## src/rtl/bpfvm_run_sched.sv

```systemverilog
// Run scheduler for the BPF VM: gates program load, packet run and verdict
// handoff around one CPU controller, with a per-packet RUN-cycle watchdog.
module bpfvm_run_sched #(
    parameter int unsigned TIMEOUT = 4096,
    parameter int unsigned STAT_W  = 32
) (
    input  logic              clk,
    input  logic              rst,
    input  logic              mem_ready,
    input  logic              accept,
    input  logic              reject,
    input  logic              prog_wr_req,
    output logic              prog_wr_gnt,
    output logic              cpu_rst,
    output logic              verdict_valid,
    input  logic              verdict_ready,
    output logic              verdict_accept,
    output logic              verdict_timeout,
    output logic [15:0]       run_cycles,
    output logic [STAT_W-1:0] accept_cnt,
    output logic [STAT_W-1:0] reject_cnt
);

    typedef enum logic [1:0] {IDLE, LOAD, RUN, HOLD} state_t;

    localparam logic [15:0]       TO_LAST = 16'(TIMEOUT - 1);
    localparam logic [15:0]       TO_VAL  = 16'(TIMEOUT);
    localparam logic [STAT_W-1:0] SAT     = '1;

    state_t            state_q, state_d;
    logic [15:0]       run_cnt_q, run_cnt_d;
    logic              cpu_rst_q, cpu_rst_d;
    logic              gnt_q, gnt_d;
    logic              valid_q, valid_d;
    logic              vacc_q, vacc_d;
    logic              vto_q, vto_d;
    logic [15:0]       rcyc_q, rcyc_d;
    logic [STAT_W-1:0] acnt_q, acnt_d;
    logic [STAT_W-1:0] rcnt_q, rcnt_d;

    always_comb begin
        state_d   = state_q;
        run_cnt_d = run_cnt_q;
        vacc_d    = vacc_q;
        vto_d     = vto_q;
        rcyc_d    = rcyc_q;
        acnt_d    = acnt_q;
        rcnt_d    = rcnt_q;
        unique case (state_q)
            IDLE: begin
                if (prog_wr_req) begin
                    state_d = LOAD;
                end else if (mem_ready) begin
                    state_d   = RUN;
                    run_cnt_d = '0;
                end
            end
            LOAD: begin
                if (!prog_wr_req) state_d = IDLE;
            end
            RUN: begin
                run_cnt_d = run_cnt_q + 16'd1;
                // A real verdict beats the watchdog in the same cycle
                if (accept || reject) begin
                    state_d = HOLD;
                    vacc_d  = accept;
                    vto_d   = 1'b0;
                    rcyc_d  = run_cnt_q + 16'd1;
                end else if (run_cnt_q == TO_LAST) begin
                    state_d = HOLD;
                    vacc_d  = 1'b0;
                    vto_d   = 1'b1;
                    rcyc_d  = TO_VAL;
                end
            end
            HOLD: begin
                if (verdict_ready) begin
                    state_d = IDLE;
                    if (vacc_q) begin
                        acnt_d = (acnt_q == SAT) ? acnt_q : acnt_q + STAT_W'(1);
                    end else begin
                        rcnt_d = (rcnt_q == SAT) ? rcnt_q : rcnt_q + STAT_W'(1);
                    end
                end
            end
            default: state_d = IDLE;
        endcase
        cpu_rst_d = (state_d != RUN);
        gnt_d     = (state_d == LOAD);
        valid_d   = (state_d == HOLD);
    end

    always_ff @(posedge clk) begin
        if (rst) begin
            state_q   <= IDLE;
            run_cnt_q <= '0;
            cpu_rst_q <= 1'b1;
            gnt_q     <= 1'b0;
            valid_q   <= 1'b0;
            vacc_q    <= 1'b0;
            vto_q     <= 1'b0;
            rcyc_q    <= '0;
            acnt_q    <= '0;
            rcnt_q    <= '0;
        end else begin
            state_q   <= state_d;
            run_cnt_q <= run_cnt_d;
            cpu_rst_q <= cpu_rst_d;
            gnt_q     <= gnt_d;
            valid_q   <= valid_d;
            vacc_q    <= vacc_d;
            vto_q     <= vto_d;
            rcyc_q    <= rcyc_d;
            acnt_q    <= acnt_d;
            rcnt_q    <= rcnt_d;
        end
    end

    assign prog_wr_gnt     = gnt_q;
    assign cpu_rst         = cpu_rst_q;
    assign verdict_valid   = valid_q;
    assign verdict_accept  = vacc_q;
    assign verdict_timeout = vto_q;
    assign run_cycles      = rcyc_q;
    assign accept_cnt      = acnt_q;
    assign reject_cnt      = rcnt_q;

endmodule

```

## config.mk

```make
export PLATFORM = sky130hd
export DESIGN_NAME = bpfvm_run_sched
export DESIGN_NICKNAME = d
export VERILOG_FILES = /design/src/rtl/bpfvm_run_sched.sv
export SDC_FILE = /design/constraint.sdc
export NUM_CORES = 1
export LEC_CHECK = 0
export CAP_MARGIN = 20
export CORE_MARGIN = 4
export CORE_UTILIZATION = 52
export DETAILED_ROUTE_END_ITERATION = 7
export MAX_ROUTING_LAYER = met4
export PLACE_DENSITY_LB_ADDON = 0.15
export RECOVER_POWER = 100
export REMOVE_ABC_BUFFERS = 1
export SYNTH_ARGS = -nofsm -noshare
export SYNTH_HDL_FRONTEND = slang
export SYNTH_SLANG_ARGS = --single-unit
export TNS_END_PERCENT = 20
```

## constraint.sdc

```tcl
create_clock -name clk -period 3.14 [get_ports clk]
set_clock_uncertainty 0.2 [all_clocks]
set_input_delay 0.785 -clock clk [delete_from_list [all_inputs] [get_ports clk]]
set_output_delay 0.785 -clock clk [all_outputs]
set_load 0.005 [all_outputs]
```

==> results of run 1 <==
-- critical path, stage by stage --
cell and delay, ps:
dlygate4sd3_1 590, nand4b_2 120, or4_1 500, a21o_1 290, or4_1 520, a21oi_1 150
-- routing by layer --
layer | vias up | track usage | share of wire
met3 | 16 | 0.03246 | 0.046
met2 | 138 | 0.3648 | 0.48
met4 | 0 | 0.07586 | 0.014
met1 | 2262 | 0.2844 | 0.46
li1 | 2377 | - | -
met5 | - | - | 0
-- sequential cells by signal, summed over array words and instances (netlist names), 2 cells and up --
name and flops:
reject_cnt 32, run_cnt_q 16, run_cycles 16, state_q 2, accept_cnt 32
-- kinds of logic after synthesis --
group | count (synthesis) | share of synthesized area
AND/OR/NAND/NOR | 279 | 0.3065
AO/OA/AOI/OAI | 134 | 0.1642
flip-flops | 103 | 0.4151
buffers and inverters | 43 | 0.03425
XOR/XNOR | 26 | 0.04584
multiplexers | 12 | 0.02645
adder cells (fa/ha/maj) | 3 | 0.007557
-- metrics by stage --
stage	util	setup slack (ps)	power [W]
6_report	0.6697	268.2	0.002382
5_1_grt	0.6697	174.6	0.002457
4_1_cts	0.6772	363.3	0.002405
3_5_place_dp	0.6531	-9.841	0.001473
3_3_place_gp	0.6531	28.59	0.001470
2_1_floorplan	-	548.5	0.001402
-- final cells by class --
| class | instances | share of cell area |
|---|---|---|
| clock buffers | 9 | 0.01992 |
| clock inverters | 7 | 0.01610 |
| inverters | 15 | 0.009056 |
| multi-input cells | 454 | 0.4341 |
| flip-flops and latches | 103 | 0.3317 |
| well taps | 129 | 0.02596 |
| repair buffers | 108 | 0.1632 |
-- cell usage in the layout, fill, tap and decap left out, drive strengths merged, types with 7 or more instances in the layout --
cell and instances:
dfxtp 103, nand4 26, o21ai 33, a22oi 9, mux2 9, nand3 26
nor2 72, or3 22, nor3 13, and2 9, nand2 36, xnor2 14
nor4 11, and4 7, a21oi 54, o31ai 10, and3 12, buf 7
or4 11, dlygate4sd3 87, nor2b 11, clkbuf 20, nand3b 10, inv 19
nand2b 7, xor2 12
-- power by group --
part	switching (W)	total [W]	leakage (nW)	internal, W
combinational	0.0000690	0.000108	1.42	0.0000386
clock	0.000488	0.000948	0.115	0.000460
sequential	0.0000114	0.00133	0.831	0.00132
total	0.000568	0.00238	2.36	0.00181
-- final timing paths --
check | endpoint | depth (start not counted)
min | run_cycles[12]$_SDFFE_PP0P_ | 2
max reg2reg | run_cycles[11]$_SDFFE_PP0P_ | 7
min reg2reg | run_cycles[12]$_SDFFE_PP0P_ | 2
max | reject_cnt[21]$_SDFFE_PP0P_ | 6
==> impl_results.md, run 1 <==
- Top-area cell type share of the netlist area: 0.4151
- Asr flop ratio synth: 0
- Clk root buf: clkbuf_8
- Filler cell count: 804
- Core ar.: 0.009284 sq mm
- Finish-stage setup viols: 0
- Final hold violation count: 0
- Worst-case clock buffer depth: 2
- Hold Path Class: reg -> reg
- Via density: 5.810
- Synth area leader: dfxtp_1
- Hpwl dp: 8722 microns
- Worst hold slack: 271.7 ps
- Synth-to-Final Area Change: 25.16%
- Worst-path clk slew: 110 ps
- Unrepaired setup endpoints after global routing: no
- Crit share post-route: 0.9146
- Area contributors post-synth: dfxtp_1, a21oi_1, nor2_1, o21ai_0, nand4_1
- Register area share after synthesis: 0.4151
- Clk_lat worst skew: 360 ps
- Max-Cap Viols: 0
- I/O pin total: 92
- Clock sinks: 103
- Critical path endpoint category: flip-flop
- Total Wirelength: 12000 microns
- Die Wd: 105.7 microns
- Area of the multi-input gates: 0.002699 sq mm
- Post-CTS setup buffers: 0
- Placed insts: 809
- Drt first pass iters: 5
- Rel. slew slack: 0.4816
- Placed Area: 0.006063 sq mm
- Initial antenna violation count: 0
- Fmax: 0.3482 GHz
- Area of the die: 0.01118 sq mm
- Cell Count, Final, Fillers Out: 825
- Status: completed
- Nets: 701
- Number of synthesized flops with an enable pin: 0
- Row count: 35
- CTS resizes: 0
- ANT cells: 0
- Gr usage total: 0.2232
- Hold Path Origin: run_cycles[12]$_SDFFE_PP0P_
- Cell variety after synth: 51
- Most frequent cell after synthesis: dfxtp_1
- First-pass GRT wire length: 20770 microns
- DRT iter0 DRCs: 215
- Largest net degree at the start of global routing: 48
- Reg area: 0.002062 sq mm
- CP max FO: 12
- RD Place Congestion: 0.8910
- Initial core utilization: 0.5350
- Setup TNS: 0 ps
- Yosys Warn Count: 0
- WP data required: 3230 ps
- WL/cell: 14.55 microns
- Total grt overflow: 0
- LEAKAGE: 2.361 nW
- Power Density: 383.2 mW/mm^2
- Top FF cell, synth: dfxtp_1
- R2R Setup Slk: 420 ps
- Mapped Avg Cell Area: 8.279 sq um
- Vias in the first global route: 4595
- Setup CP Type: in -> reg
- Synthesis-stage register bit count: 103
- Worst-Margin Slew: 771.1 ps
- Critical Path Source: verdict_ready
- Via count: 4793
- Peak supply drop: 0.0002347 V
- Post-route minimum period: 2872 ps
- Reg2reg start: run_cnt_q[0]$_SDFFE_PP0P_
- Synthesized area: 0.004967 sq mm
- CTS HTree Levels: 3
- Max Slew Vio Count: 0
- Synth cell count leaders: dfxtp_1, nor2_1, a21oi_1, nand2_1, o21ai_0
- Die height: 105.7 microns
- Crit path DAT: 2960 ps
- Post-Layout Inst Area: 0.006217 sq mm
- DRC Markers: 0
- TritonCTS clock tree: yes
- Mapped Cells: 600
- IO buf count: 91
- CTS buffer count: 9
- Fraction of final layout cells sized beyond drive strength 1: 0.06178
- CTS Hold Buffers Added: 0
- CP startpoint kind: input port
- Antenna Nets Post-Route: 0
(Power assumes the default switching activity.)
==> run 2, diff against run 1 <==
--- a/config.mk
+++ b/config.mk
@@ -7,7 +7,7 @@
 export LEC_CHECK = 0
 export CAP_MARGIN = 20
 export CORE_MARGIN = 4
-export CORE_UTILIZATION = 52
+export CORE_UTILIZATION = 55
 export DETAILED_ROUTE_END_ITERATION = 7
 export MAX_ROUTING_LAYER = met4
 export PLACE_DENSITY_LB_ADDON = 0.15
==> constraint.sdc (replaced) <==
create_clock -name clk -period 3.47 [get_ports clk]
set_clock_uncertainty 0.2 [all_clocks]
set_input_delay 0.8675 -clock clk [delete_from_list [all_inputs] [get_ports clk]]
set_output_delay 0.8675 -clock clk [all_outputs]
set_load 0.005 [all_outputs]
==> impl_results.md, run 2 (synthesized netlist as in run 1, its figures left out) <==
- LEAKAGE: 2.317 nW (-1.9%)
- Pint: 0.001580 W (-13%)
- Nets: 690 (-1.6%)
- Total Wirelength: 11780 microns (-1.9%)
- Via count: 4741 (-1.1%)
- Synth-to-Final Area Change: 23.00%
- Rel. slew slack: 0.1860 (-0.2955)
- Gate power share: 0.046 (about the same)
- Seq pwr share: 0.579 (+0.022)
- P_sw: 0.0004946 W (-13%)
- Met3 Resource Use GR: 0.05548 (+0.02302)
- Worst setup margin: 332.2 ps (+64.06 ps)
- CP max FO: 10 (-2)
- Fraction of final layout cells sized beyond drive strength 1: 0.05702 (-0.004764)
- Initial core utilization: 0.5668 (+0.03178)
- CP startpoint kind: input port
- Die height: 103.0 microns (-2.6%)
- Total grt overflow: 0 (unchanged)
- Crit path DAT: 3200 ps (+240 ps)
- Initial antenna violation count: 0 (unchanged)
- Max Slew Vio Count: 0 (unchanged)
- Slowest cell on crit path: dlygate4sd3_1
- Via density: 5.986 (+3.0%)
- Sw frac: 0.2384 (about the same)
- Hold Path Class: reg -> reg
- Critical path endpoint category: flip-flop
- Leading cell types in the layout, fill and taps excluded: dfxtp_1, dlygate4sd3_1, nor2_1
- Status: completed
- Max-Cap Viols: 0 (unchanged)
- GR Util met2: 0.3670 (+0.002291)
- Die Wd: 103.0 microns (-2.6%)
- ANT cells: 0 (unchanged)
- Finish-stage setup viols: 0 (unchanged)
- CP max stage delay: 700 ps (+110 ps)
- CP bufs+invs: 2 (+1)
- Routing usage on met1: 0.2975 (+0.01313)
- Pwr Total: 0.002075 W (-13%)
- Drt first pass iters: 4 (-1)
- Crit share post-route: 0.9043
- Worst-case clock buffer depth: 2 (unchanged)
- Gr usage total: 0.2347 (+0.01148)
- DRT iter0 DRCs: 224 (+4.2%)
- Core ar.: 0.008763 sq mm (-5.6%)
- Commonest non-fill, non-tap cell in the layout: dfxtp_1
- Row count: 34 (-2.9%)
- Clock power share: 0.375 (-0.023)
- Worst-path clk slew: 90 ps (-20 ps)
- Unrepaired setup endpoints after global routing: no
- Vias in the first global route: 4318 (-6.0%)
- Post-CTS setup buffers: 0 (unchanged)
- DRC Markers: 0 (unchanged)
- Largest net degree at the start of global routing: 67 (+40%)
- Clk_lat worst skew: 370 ps (about the same)
- Antenna Nets Post-Route: 0 (unchanged)
- Delay-heaviest family, CP: buffers and inverters
- Power Density: 339.6 mW/mm^2 (-11%)
- WP data required: 3530 ps (+300 ps)
- CTS resizes: 0 (unchanged)
- Area of the die: 0.01062 sq mm (-5.0%)
- Crit-path cells: dlygate4sd3_1 > nand4_1 > or2_2 > a31oi_2 > clkbuf_1 > nand4_1 > mux2_2
- CTS Hold Buffers Added: 0 (unchanged)
- First-pass GRT wire length: 19630 microns (-5.5%)
- IO buf count: 91 (unchanged)
- Clock sinks: 103 (unchanged)
- Most used cell along the critical path: nand4_1
- Post-route minimum period: 3138 ps
- Clk root buf: clkbuf_8
- CTS buffer count: 9 (unchanged)
- Worst-Margin Slew: 1210 ps (+438.7 ps)
- Setup WS pre-CTS: 74.52 ps (+84.36 ps)
- Setup TNS: 0 ps (unchanged)
- Final hold violation count: 0 (unchanged)
- Fmax: 0.3187 GHz
- Hpwl dp: 8411 microns (-3.6%)
- TritonCTS clock tree: yes
- CTS HTree Levels: 3 (unchanged)
- WL/cell: 14.87 microns (+2.2%)
- Setup CP Type: in -> reg
- I/O pin total: 92 (unchanged)
- Peak supply drop: 0.0002501 V (+6.5%)
- RD Place Congestion: 0.8780 (-1.5%)
- Layer with the highest usage: met2
## run 2: routing by layer
layer / routed length, microns / up-vias
li1: - / 2345
met5: 0 / -
met3: 798 / 19
met1: 5228 / 2222
met2: 5551 / 155
met4: 201 / 0
## run 2: metrics by stage
stage          area (sq um)  hold slack [ps]  std cells  utilization
2_1_floorplan          4853            253.7        572            -
3_3_place_gp           5942            256.1        777       0.6780
3_5_place_dp           5942            266.3        777       0.6780
4_1_cts                6143            280.5        792       0.7010
5_1_grt                6110            305.8        792       0.6972
6_report               6110            274.4        792       0.6972
## run 2: area by class of cell
class | instances | area, sq um
multi-input cells | 454 | 2713
fillers | 722 | 2654
flip-flops and latches | 103 | 2062
repair buffers | 97 | 942.2
clock buffers | 10 | 137.6
well taps | 108 | 135.1
clock inverters | 5 | 63.81
inverters | 15 | 56.30
## run 2: power groups by stage
stage | combinational, W | clock (W) | sequential [W]
after floorplan | 0.0000420 | 0 | 0.00123
after global placement | 0.0000988 | 0 | 0.00123
after detailed placement | 0.000100 | 0 | 0.00123
after CTS | 0.000101 | 0.000790 | 0.00120
after global routing | 0.000107 | 0.000846 | 0.00120
final | 0.0000963 | 0.000777 | 0.00120
## run 2: tightest hold or removal path, delay by kind of cell (launching register included)
kind	cells	cell delay, ps
flops	1	320
compound gates	1	60
buf+inv	1	50
## run 2: final timing paths
kind,from,end,slack [ps],depth (start not counted)
max,verdict_ready,accept_cnt[17]$_SDFFE_PP0P_,330,7
min,run_cycles[12]$_SDFFE_PP0P_,run_cycles[12]$_SDFFE_PP0P_,270,2
max reg2reg,run_cnt_q[0]$_SDFFE_PP0P_,run_cycles[2]$_SDFFE_PP0P_,610,7
min reg2reg,run_cycles[12]$_SDFFE_PP0P_,run_cycles[12]$_SDFFE_PP0P_,270,2
